**src/rtl/bch_encoder.sv**
```systemverilog
// bch_encoder -- systematic BCH(63,51), t=2 serial encoder.
//
// Message bits stream through from s_* to m_* combinationally. An LFSR
// divides x^12*m(x) by g(x) while they pass. The 12 remainder bits then
// follow as parity, so each codeword takes exactly 63 output beats.
//
// Ports:
//   clk, rst_n         clock, asynchronous active-low reset
//   s_valid/s_ready    message bit stream in (s_data, MSB/highest degree first)
//   m_valid/m_ready    codeword bit stream out (m_data, in_data[62] first)
//   m_first / m_last   framing: output bit 0 / bit 62 of the codeword
//   cw_valid, cw_data  one-cycle pulse plus the parallel 63-bit codeword
//                      {msg[50:0], parity[11:0]}
//
// Optional macro BCH_ENC_PARALLEL_OUT_EN builds the parallel codeword
// capture. When it is not defined, cw_valid and cw_data are tied to 0.
module bch_encoder #(
  parameter int          N        = 63,
  parameter int          K        = 51,
  parameter logic [12:0] GEN_POLY = 13'h1539
) (
  input  logic         clk,
  input  logic         rst_n,
  input  logic         s_valid,
  output logic         s_ready,
  input  logic         s_data,
  output logic         m_valid,
  input  logic         m_ready,
  output logic         m_data,
  output logic         m_first,
  output logic         m_last,
  output logic         cw_valid,
  output logic [N-1:0] cw_data
);
  localparam int         PW       = N - K;
  localparam logic [5:0] CNT_MLST = 6'(K - 1);
  localparam logic [5:0] CNT_LAST = 6'(N - 1);

  typedef enum logic {ST_MSG, ST_PAR} state_e;

  state_e        state_q, state_d;
  logic [5:0]    cnt_q, cnt_d;
  logic [PW-1:0] lfsr_q, lfsr_d;
  logic          fb;
  logic          beat;

  always_comb begin
    state_d = state_q;
    cnt_d   = cnt_q;
    lfsr_d  = lfsr_q;
    fb      = 1'b0;
    s_ready = 1'b0;
    m_valid = 1'b0;
    m_data  = 1'b0;
    case (state_q)
      ST_MSG: begin
        m_valid = s_valid;
        s_ready = m_ready;
        m_data  = s_data;
        if (s_valid && m_ready) begin
          fb     = s_data ^ lfsr_q[PW-1];
          lfsr_d = {lfsr_q[PW-2:0], 1'b0} ^ (fb ? GEN_POLY[PW-1:0] : '0);
          cnt_d  = cnt_q + 6'd1;
          if (cnt_q == CNT_MLST) state_d = ST_PAR;
        end
      end
      default: begin
        // Parity phase: the remainder is shifted out MSB first. The outputs
        // depend only on registers, so they hold steady under stall.
        m_valid = 1'b1;
        m_data  = lfsr_q[PW-1];
        if (m_ready) begin
          lfsr_d = {lfsr_q[PW-2:0], 1'b0};
          cnt_d  = cnt_q + 6'd1;
          if (cnt_q == CNT_LAST) begin
            cnt_d   = '0;
            lfsr_d  = '0;
            state_d = ST_MSG;
          end
        end
      end
    endcase
  end

  assign beat    = m_valid && m_ready;
  assign m_first = (cnt_q == 6'd0) && m_valid;
  assign m_last  = (cnt_q == CNT_LAST);

  always_ff @(posedge clk or negedge rst_n) begin
    if (!rst_n) begin
      state_q <= ST_MSG;
      cnt_q   <= '0;
      lfsr_q  <= '0;
    end else begin
      state_q <= state_d;
      cnt_q   <= cnt_d;
      lfsr_q  <= lfsr_d;
    end
  end

`ifdef BCH_ENC_PARALLEL_OUT_EN
  // Only the newest 62 bits are ever read. The 63rd bit comes from m_data
  // on the final beat.
  logic [N-2:0] sr_q;
  logic         cw_valid_q;
  logic [N-1:0] cw_data_q;

  always_ff @(posedge clk or negedge rst_n) begin
    if (!rst_n) begin
      sr_q       <= '0;
      cw_valid_q <= 1'b0;
      cw_data_q  <= '0;
    end else begin
      cw_valid_q <= 1'b0;
      if (beat) begin
        sr_q <= {sr_q[N-3:0], m_data};
        if (state_q == ST_PAR && cnt_q == CNT_LAST) begin
          cw_data_q  <= {sr_q, m_data};
          cw_valid_q <= 1'b1;
        end
      end
    end
  end

  assign cw_valid = cw_valid_q;
  assign cw_data  = cw_data_q;
`else
  assign cw_valid = 1'b0;
  assign cw_data  = '0;
`endif

  // The counter wraps at 62. Reaching 63 means the control logic is broken.
  a_cnt_range: assert property (@(posedge clk) disable iff (!rst_n) cnt_q <= CNT_LAST);

endmodule

```
**config.mk**
```make
export PLATFORM = sky130hd
export DESIGN_NAME = bch_encoder
export DESIGN_NICKNAME = d
export VERILOG_FILES = /design/src/rtl/bch_encoder.sv
export SDC_FILE = /design/constraint.sdc
export NUM_CORES = 1
export LEC_CHECK = 0
export ABC_AREA = 1
export CAP_MARGIN = 0
export CORE_MARGIN = 2
export CORE_UTILIZATION = 37
export CTS_CLUSTER_SIZE = 20
export DETAILED_ROUTE_END_ITERATION = 8
export PLACE_DENSITY = 0.77
export SLEW_MARGIN = 10
export SYNTH_ARGS = -nofsm -noshare
export SYNTH_HDL_FRONTEND = slang
export SYNTH_SLANG_ARGS = --single-unit
```
**constraint.sdc**
```tcl
create_clock -name clk -period 1.45 [get_ports clk]
set_clock_uncertainty 0.15 [all_clocks]
set_input_delay 0.29 -clock clk [delete_from_list [all_inputs] [get_ports clk]]
set_output_delay 0.29 -clock clk [all_outputs]
set_load 0.02 [all_outputs]
```
### Yosys cells after proc, flatten, opt, wreduce, memory -nomap -nowiden

Index checks and enable logic that the tools add are counted.

| storage, ports and cells | value |
|---|---|
| bits in registers | 19 |
| word-level logic and storage cells | 31 |
| input port bits | 5 |

| operators by class | value |
|---|---|
| bitwise gates (word level) | 2 |
| add/sub/neg operators | 1 |
| reduce and logical (&&, ||, !) cells | 5 |
| equality and inequality tests | 3 |
| mux-type cells | 17 |

Operators by type and width:

| operator | number |
|---|---|
| $mux W12 | 4 |
| $mux W6 | 4 |
| $eq A6 B6 Y1 const B | 2 |
| $xor A12 B11 Y12 | 1 |
| $mux W11 | 1 |
| $mux W1 | 8 |
| $add A6 B1 Y6 const B | 1 |
| $logic_not A6 Y1 | 1 |
| $logic_and A1 B1 Y1 | 2 |
| $ne A2 B2 Y1 const B | 1 |
| $reduce_and A2 Y1 | 1 |
| $reduce_bool A2 Y1 | 1 |
| $xor A1 B1 Y1 | 1 |

### Depth between registers and ports, before layout

Gate-level depths: netlist (run 1).

| logic depth | value |
|---|---|
| depth after elaboration | 5 |
| mapped depth | 8 |
| gate-level depth less buffers | 8 |

### Worst setup path after synthesis (run 1)

Ideal clock, no wire load.

| timing path | value |
|---|---|
| kind | register -> output |
| from | reg cnt_q[0] |
| to | out m_first |
| path slack | -0.127 ns |
| data arrival time | 1.137 ns |
| cell stages (with the launch flop) | 5 |
| cell sequence | dfrtp_1 -> inv_1 -> ha_1 -> nand3_1 -> nor3_1 |

| between the ends | value |
|---|---|
| longest elaborated chain between the ends | 2 |

Ends and longest elaborated chain:

| what | line | RTL |
|---|---|---|
| start, declared | 42 | `logic [5:0] cnt_q, cnt_d;` |
| start signal, assigned | 96 | `cnt_q <= cnt_d;` |
| $logic_not A6 Y1 | 86 | `assign m_first = (cnt_q == 6'd0) && m_valid;` |
| $logic_and A1 B1 Y1 | 86 |  |
| end, declared | 30 | `output logic m_first,` |

No other way between the ends.

### Final worst setup path (run 1)

| timing path | value |
|---|---|
| from | reg cnt_q[0] |
| to | out m_last |

| between the ends | value |
|---|---|
| longest elaborated chain between the ends | 1 |

Ends and longest elaborated chain:

| what | line | RTL |
|---|---|---|
| $eq A6 B6 Y1 | 87 | `assign m_last = (cnt_q == CNT_LAST);` |
| end, declared | 31 | `output logic m_last,` |

No other way between the ends.

==> results of run 1 <==
## synth_stat cells (all sizes together)
cell type	instances	area share [%]
o21ai	10	3.3
clkinv	1	0.24
inv	24	5.9
nand2	30	7.7
buf	67	33
nor2	23	6.8
nor3	1	0.33
xor2	1	0.57
conb	1	0.24
dfrtp	19	31
nand3	12	3.9
a21oi	5	1.6
ha	3	2.4
nand4	5	2.0
a21o	1	0.49
o22ai	2	0.82
## how the worst max path moves through the flow
| stage | to | slack, ps | startpoint | cells after the start |
|---|---|---|---|---|
| 2_1_floorplan | lfsr_q[9]$_DFFE_PN0P_ | 6 | cnt_q[0]$_DFFE_PN0P_ | 8 |
| 3_3_place_gp | m_first | -650 | s_valid | 4 |
| 3_5_place_dp | m_first | -630 | s_valid | 4 |
| 4_1_cts | m_first | -270 | cnt_q[1]$_DFFE_PN0P_ | 5 |
| 5_1_grt | m_last | -380 | cnt_q[0]$_DFFE_PN0P_ | 7 |
| 6_report | m_last | -320 | cnt_q[0]$_DFFE_PN0P_ | 7 |
## area by class of cell
cell class                      instances  share of cell area (%)
Timing Repair Buffer                   43                    19.8
Inverter                               25                    5.21
Clock buffer                            4                    2.44
Multi-Input combinational cell        157                    43.4
Tap cell                               50                    3.38
Sequential cell                        19                    25.8
## stage by stage
| step | hold WS, ps | area [sq um] |
|---|---|---|
| 2_1_floorplan | -156 | 1780 |
| 3_3_place_gp | 320 | 1620 |
| 3_5_place_dp | 322 | 1620 |
| 4_1_cts | 215 | 1750 |
| 5_1_grt | 227 | 1850 |
| 6_report | 212 | 1850 |
## power breakdown
part / internal (W) / switching, W / leakage (nW) / total [W]
Combinational: 0.000831 / 0.00102 / 0.774 / 0.00185
Clock: 0.000195 / 0.000170 / 0.0228 / 0.000365
Sequential: 0.000787 / 0.000142 / 0.226 / 0.000930
Total: 0.00181 / 0.00133 / 1.02 / 0.00315
## routing by layer
layer,track usage (%),vias to the layer above
met5,0,-
met1,13.4,552
met4,6.25,0
li1,-,593
met3,3.29,4
met2,20.6,59
## layout by cell type (no fill, tap or decap), types with 2 or more instances in the layout
cell and count:
sky130_fd_sc_hd__inv_2 2, sky130_fd_sc_hd__nand2_2 3, sky130_fd_sc_hd__inv_1 21, sky130_fd_sc_hd__clkbuf_8 3, sky130_fd_sc_hd__nand4_1 5, sky130_fd_sc_hd__dfrtp_1 18
sky130_fd_sc_hd__buf_6 10, sky130_fd_sc_hd__nand3_1 9, sky130_fd_sc_hd__nor2_2 4, sky130_fd_sc_hd__dlygate4sd2_1 3, sky130_fd_sc_hd__nor2_4 5, sky130_fd_sc_hd__a21oi_1 5
sky130_fd_sc_hd__nor2_1 14, sky130_fd_sc_hd__o22ai_1 2, sky130_fd_sc_hd__nand2_1 25, sky130_fd_sc_hd__o21ai_1 8, sky130_fd_sc_hd__conb_1 64, sky130_fd_sc_hd__buf_4 29
sky130_fd_sc_hd__nand2_4 2, sky130_fd_sc_hd__ha_1 2, sky130_fd_sc_hd__nand3_2 2
## worst reg2reg max path, stage by stage (launching register included)
cell and delay [ps]:
sky130_fd_sc_hd__dfrtp_1 390, sky130_fd_sc_hd__inv_2 90, sky130_fd_sc_hd__ha_1 150, sky130_fd_sc_hd__nand2_1 60, sky130_fd_sc_hd__nor2_2 130, sky130_fd_sc_hd__buf_4 120
sky130_fd_sc_hd__buf_4 110, sky130_fd_sc_hd__nand3_4 100, sky130_fd_sc_hd__buf_6 160, sky130_fd_sc_hd__nand3_1 60, sky130_fd_sc_hd__o21ai_1 60
## cells by family after synthesis
logic type / Yosys count / share of synthesized area (%)
xor gates and xnor gates: 1 / 0.572
other: 1 / 0.245
and+or+nand+nor: 71 / 20.7
adders and majority gates: 3 / 2.45
AOI/OAI and AO/OA: 18 / 6.20
DFF: 19 / 31.0
buffers and inverters: 92 / 38.8
## registers in the layout, summed over array words and instances (netlist names)
name,flops
cnt_q,6
lfsr_q,12
state_q,1
## what timing repair did
action | 4_1_cts | 5_1_grt
setup buffers | 3 | 4
resized for setup | 57 | 18
gates cloned | 1 | 0
setup endpoints to repair | 23 | 24
pin swaps | 1 | 7
==> insert_results.sql, run 1 <==
INSERT INTO impl_metrics (metric_group, metric, value, unit) VALUES
('outcome', 'run_status', 'finished with violations', ''),
('outcome', 'failed_checks', 'negative setup slack', ''),
('synth', 'synth.cell_area', '1530', 'sq um'),
('drt', 'drt.antenna.violating_nets', '0', ''),
('setup_path', 'cp.buffers_inverters', '3', ''),
('synth', 'postSynthRegisterBits', '19', ''),
('setup_path', 'worst-r2r-setup-slack', '-220', 'ps'),
('cts', 'cts_tree', 'done', ''),
('global_route', 'grt.total_usage', '12.0', '%'),
('setup_path', 'path_delay_family', 'flip-flops', ''),
('drt', 'vias', '1208', ''),
('final_layout', 'diodes', '0', ''),
('pwr', 'irDropWorstVdd', '399', 'uV'),
('setup_path', 'cpPeakStageDelay', '390', 'ps'),
('die', 'design.die.area', '4670', 'sq um'),
('synth', 'ys_seq_area_share', '31.0', '%'),
('place', 'portBuffers', '9', ''),
('cts', 'number_of_buffers_created_by_cts', '3', ''),
('final_layout', 'seq_area', '477', 'sq um'),
('setup_path', 'r2r-end', 'lfsr_q[1]$_DFFE_PN0P_', ''),
('die', 'floorplan.core_area', '4000', 'sq um'),
('cts', 'clock_insertion_delay_worst_skew', '260', 'ps'),
('die', 'die_width', '68.4', 'um'),
('die', 'number_of_top_level_pins', '74', ''),
('setup_path', 'critPathMostFrequentCell', 'sky130_fd_sc_hd__nand2_1', ''),
('place', 'finalWeightedCongestion', '0.859', ''),
('sta', 'final_cycle_share', '122', '%'),
('setup_path', 'critPathMaxFanout', '2', ''),
('sta', 'timing.setup.tns', '-4080', 'ps'),
('sta', 'report.final.hold_viol_count', '0', ''),
('die', 'die_h', '68.4', 'um'),
('setup_path', 'ff2ff_path_depth', '10', ''),
('place', 'preCtsSetupSlack', '-631', 'ps'),
('final_layout', 'multiInputGateArea', '802', 'sq um'),
('cts', 'cts-root-buf', 'sky130_fd_sc_hd__clkbuf_8', ''),
('setup_path', 'timing.rr.start', 'cnt_q[0]$_DFFE_PN0P_', ''),
('drt', 'route.final.wire_length', '2.76', 'mm'),
('drt', 'm1WireLength', '1.10', 'mm'),
('global_route', 'grt_overflow_total', '0', ''),
('die', 'rows', '23', ''),
('sta', 'max_freq', '0.565', 'GHz'),
('final_layout', 'layout-drive-gt1-share', '27.0', '%'),
('drt', 'routed-wl-met3', '194', 'um'),
('cts', 'cts.sinks', '19', ''),
('sta', 'grt_setup_unrepaired', 'true', ''),
('drt', 'drc', '0', ''),
('sta', 'final_critical_path_setup_slack', '-319', 'ps'),
('setup_path', 'cp_slowest_cell', 'sky130_fd_sc_hd__dfrtp_1', ''),
('place', 'placed_cells_incl_taps', '286', ''),
('synth', 'post_synth.cell_area_avg', '7.48', 'sq um'),
('synth', 'synthesis.yosys.warnings', '0', ''),
('pwr', 'total_power', '0.00315', 'W'),
('flow_run', 'drv_cap', '0', ''),
('cts', 'clock_tree.htree_level_count', '1', ''),
('setup_path', 'criticalPathCategory', 'flop to output pin', ''),
('global_route', 'first_pass_grt_wire_length', '4.08', 'mm'),
('drt', 'drt_first_pass_iters', '5', ''),
('setup_path', 'cp.required', '1010', 'ps'),
('hold_path', 'worstHoldPathType', 'input pin to asynchronous set/reset pin', ''),
('sta', 'timing.final.setup_violations', '22', ''),
('cts', 'cts_buffer_depth', '2', ''),
('cts', 'postCtsHoldBufs', '0', ''),
('global_route', 'grt_pass1_vias', '961', ''),
('setup_path', 'setup.worst_path.end_class', 'output pin', ''),
('drt', 'top_layer_used', 'met4', ''),
('global_route', 'initial_antenna_violation_count', '0', ''),
('final_layout', 'filler_cell_count', '376', ''),
('setup_path', 'cp_cell_sequence', 'inv_2 > ha_1 > nand2_1 > nor2_2 > nand2_1 > inv_1 > buf_6', ''),
('synth', 'yosys.cell_types.count', '22', ''),
('final_layout', 'final_core_util', '46.2', '%'),
('pwr', 'power.density_cell_area', '1700', 'nW/um^2');
Note: power is estimated with default switching activity, not from simulation.
==> run 2, diff against run 1 <==
- ABC_CLOCK_PERIOD_IN_PS: not set -> 1450
==> results of run 2 <==
No change in the layout: final DEF, timing and power equal those of run 1.
==> run 3, diff against run 2 <==
- ABC_CLOCK_PERIOD_IN_PS: 1450 -> 2100
- CORE_UTILIZATION: 37 -> 44
- CTS_CLUSTER_DIAMETER: not set -> 200
- PLACE_DENSITY: 0.77 -> 0.86
- clock period: 1.45 -> 2.1 ns (I/O delays scaled with it)
==> insert_results.sql, run 3 (synthesis results as in run 1) <==
INSERT INTO impl_metrics (metric_group, metric, value, unit) VALUES
('pwr', 'p_int', '0.000936', 'W'),
('die', 'initial_core_util', '45.9', '%'),
('setup_path', 'cp.required', '1530', 'ps'),
('final_layout', 'syn2layout_area_growth', '1.80', '%'),
('pwr', 'power.combinational.fraction', '50.9', '%'),
('setup_path', 'worst-r2r-setup-slack', '380', 'ps'),
('sta', 'fin_hold_ws', '285', 'ps'),
('sta', 'grt_setup_unrepaired', 'false', ''),
('final_layout', 'layout.cells.most_common_list', 'sky130_fd_sc_hd__conb_1 (64), sky130_fd_sc_hd__nand2_1 (28), sky130_fd_sc_hd__inv_1 (23)', ''),
('pwr', 'clock_share_of_power', '10.8', '%'),
('die', 'die_h', '63.0', 'um'),
('setup_path', 'critPathMaxFanout', '2', ''),
('setup_path', 'worstPathArrival', '1430', 'ps'),
('cts', 'clock_insertion_delay_worst_skew', '300', 'ps'),
('place', 'portBuffers', '9', ''),
('outcome', 'run_status', 'finished clean', ''),
('setup_path', 'timing.rr.start', 'cnt_q[0]$_DFFE_PN0P_', ''),
('setup_path', 'setup.worst_path.end_class', 'output pin', ''),
('drt', 'route.final.wire_length', '2.32', 'mm'),
('pwr', 'total_leakage_power', '0.911', 'nW'),
('sta', 'finalWorstPathRequiredPeriod', '2000', 'ps'),
('drt', 'post_drt_wl_per_cell', '8.38', 'um'),
('pwr', 'switchingPower', '0.000769', 'W'),
('sta', 'final_count_of_pins_violating_max_slew', '0', ''),
('pwr', 'irDropWorstVdd', '397', 'uV'),
('pwr', 'power.density_cell_area', '1090', 'nW/um^2'),
('cts', 'worst_setup_hold_path_clk_slew', '120', 'ps'),
('global_route', 'grt_pass1_vias', '896', ''),
('place', 'finalWeightedCongestion', '0.818', ''),
('drt', 'viasPerCell', '3.93', ''),
('setup_path', 'r2r-end', 'cnt_q[0]$_DFFE_PN0P_', ''),
('cts', 'cts.sinks', '19', ''),
('die', 'rows', '21', ''),
('flow_run', 'drv_cap', '0', ''),
('drt', 'drt.antenna.violating_nets', '0', ''),
('global_route', 'grt.total_usage', '11.9', '%'),
('setup_path', 'timing.critical_path.to', 'm_data', ''),
('hold_path', 'worstHoldPathType', 'input pin to asynchronous set/reset pin', ''),
('drt', 'drt_first_pass_iters', '5', ''),
('sta', 'report.final.hold_viol_count', '0', ''),
('final_layout', 'layout-drive-gt1-share', '13.0', '%'),
('die', 'die_width', '63.0', 'um'),
('cts', 'cts_tree', 'done', ''),
('place', 'placedInstanceArea', '1540', 'sq um'),
('pwr', 'power.share.sequential', '38.3', '%'),
('global_route', 'grt_start_max_net_pins', '20', ''),
('setup_path', 'crit_path_start', 's_data', ''),
('drt', 'drc', '0', ''),
('final_layout', 'nNetsFinal', '240', ''),
('global_route', 'grt_overflow_total', '0', ''),
('final_layout', 'layout.cell_area.non_filler', '1560', 'sq um'),
('pwr', 'total_power', '0.00170', 'W'),
('drt', 'routed-wl-met3', '143', 'um'),
('global_route', 'first_pass_grt_wire_length', '3.80', 'mm'),
('final_layout', 'mostFrequentLayoutCell', 'sky130_fd_sc_hd__conb_1', ''),
('pwr', 'switching_power_share_of_the_total', '45.1', '%'),
('place', 'preCtsSetupSlack', '-228', 'ps'),
('sta', 'final_critical_path_setup_slack', '100', 'ps'),
('drt', 'violation_count_after_the_first_detailed_route_iteration', '68', ''),
('setup_path', 'ff2ff_path_depth', '9', ''),
('sta', 'max_freq', '0.500', 'GHz'),
('drt', 'dr_wl_met2', '1.14', 'mm'),
('cts', 'clock_tree.htree_level_count', '1', ''),
('cts', 'cts-root-buf', 'sky130_fd_sc_hd__clkbuf_4', ''),
('final_layout', 'largest_register', 'lfsr_q', ''),
('final_layout', 'post_layout_nonfiller_instances', '277', ''),
('die', 'design.die.area', '3970', 'sq um'),
('place', 'placed_cells_incl_taps', '273', ''),
('cts', 'number_of_buffers_created_by_cts', '3', ''),
('drt', 'm1WireLength', '1.03', 'mm'),
('final_layout', 'diodes', '0', ''),
('sta', 'timing.final.setup_violations', '0', ''),
('place', 'dp_hpwl', '1.87', 'mm'),
('cts', 'cts_buffer_depth', '2', ''),
('final_layout', 'largest_register_ffs', '12', ''),
('drt', 'vias', '1088', ''),
('global_route', 'initial_antenna_violation_count', '0', ''),
('setup_path', 'criticalPathCategory', 'input pin to output pin', ''),
('die', 'number_of_top_level_pins', '74', ''),
('final_layout', 'reg_top3', 'lfsr_q x12, cnt_q x6, state_q x1', ''),
('setup_path', 'cp-start-kind', 'input pin', ''),
('sta', 'final_cycle_share', '95.2', '%'),
('die', 'floorplan.core_area', '3340', 'sq um'),
('drt', 'top_layer_used', 'met4', '');
-- run 3: worst min path at each step --
stage                                 end  cells past startpoint
CTS                 lfsr_q[9]$_DFFE_PN0P_                      2
global route        lfsr_q[9]$_DFFE_PN0P_                      2
finish              lfsr_q[9]$_DFFE_PN0P_                      2
floorplan            cnt_q[0]$_DFFE_PN0P_                      0
global placement    lfsr_q[0]$_DFFE_PN0P_                      2
detailed placement  lfsr_q[0]$_DFFE_PN0P_                      2
-- run 3: power groups by stage --
stage / registers (W) / logic, W / clock network [W]
floorplan: 0.000644 / 0.000704 / 0
global placement: 0.000659 / 0.000851 / 0
detailed placement: 0.000665 / 0.000882 / 0
CTS: 0.000656 / 0.000868 / 0.000193
global route: 0.000677 / 0.000995 / 0.000206
finish: 0.000653 / 0.000868 / 0.000184
-- run 3: layout make-up --
| type | count | area (sq um) |
|---|---|---|
| Clock buffer | 3 | 22.5 |
| Clock inverter | 1 | 5.00 |
| Fill cell | 351 | 1780 |
| Inverter | 25 | 93.8 |
| Multi-Input combinational cell | 157 | 702 |
| Sequential cell | 19 | 475 |
| Tap cell | 46 | 57.6 |
| Timing Repair Buffer | 26 | 204 |
-- run 3: per-layer routing --
layer | track usage [%] | up-vias
li1 | - | 558
met1 | 14.6 | 490
met2 | 19.4 | 38
met3 | 3.96 | 2
met4 | 3.89 | 0
met5 | 0 | -
-- run 3: through the flow --
stage	utilization (%)	TNS, ps
floorplan	-	0
CTS	47.0	0
global route	46.8	0
finish	46.8	0
global placement	46.3	-643
detailed placement	46.3	-700
-- run 3: timing repair --
item,in CTS,in global routing
setup buffers,0,0
resized for setup,7,5
endpoints found under the setup margin,5,2
hold buffers,0,0
-- run 3: critical path, cell delays in order --
cell and delay (ps):
sky130_fd_sc_hd__clkdlybuf4s50_1 480, sky130_fd_sc_hd__inv_1 50, sky130_fd_sc_hd__o21ai_0 130, sky130_fd_sc_hd__dlygate4sd2_1 350
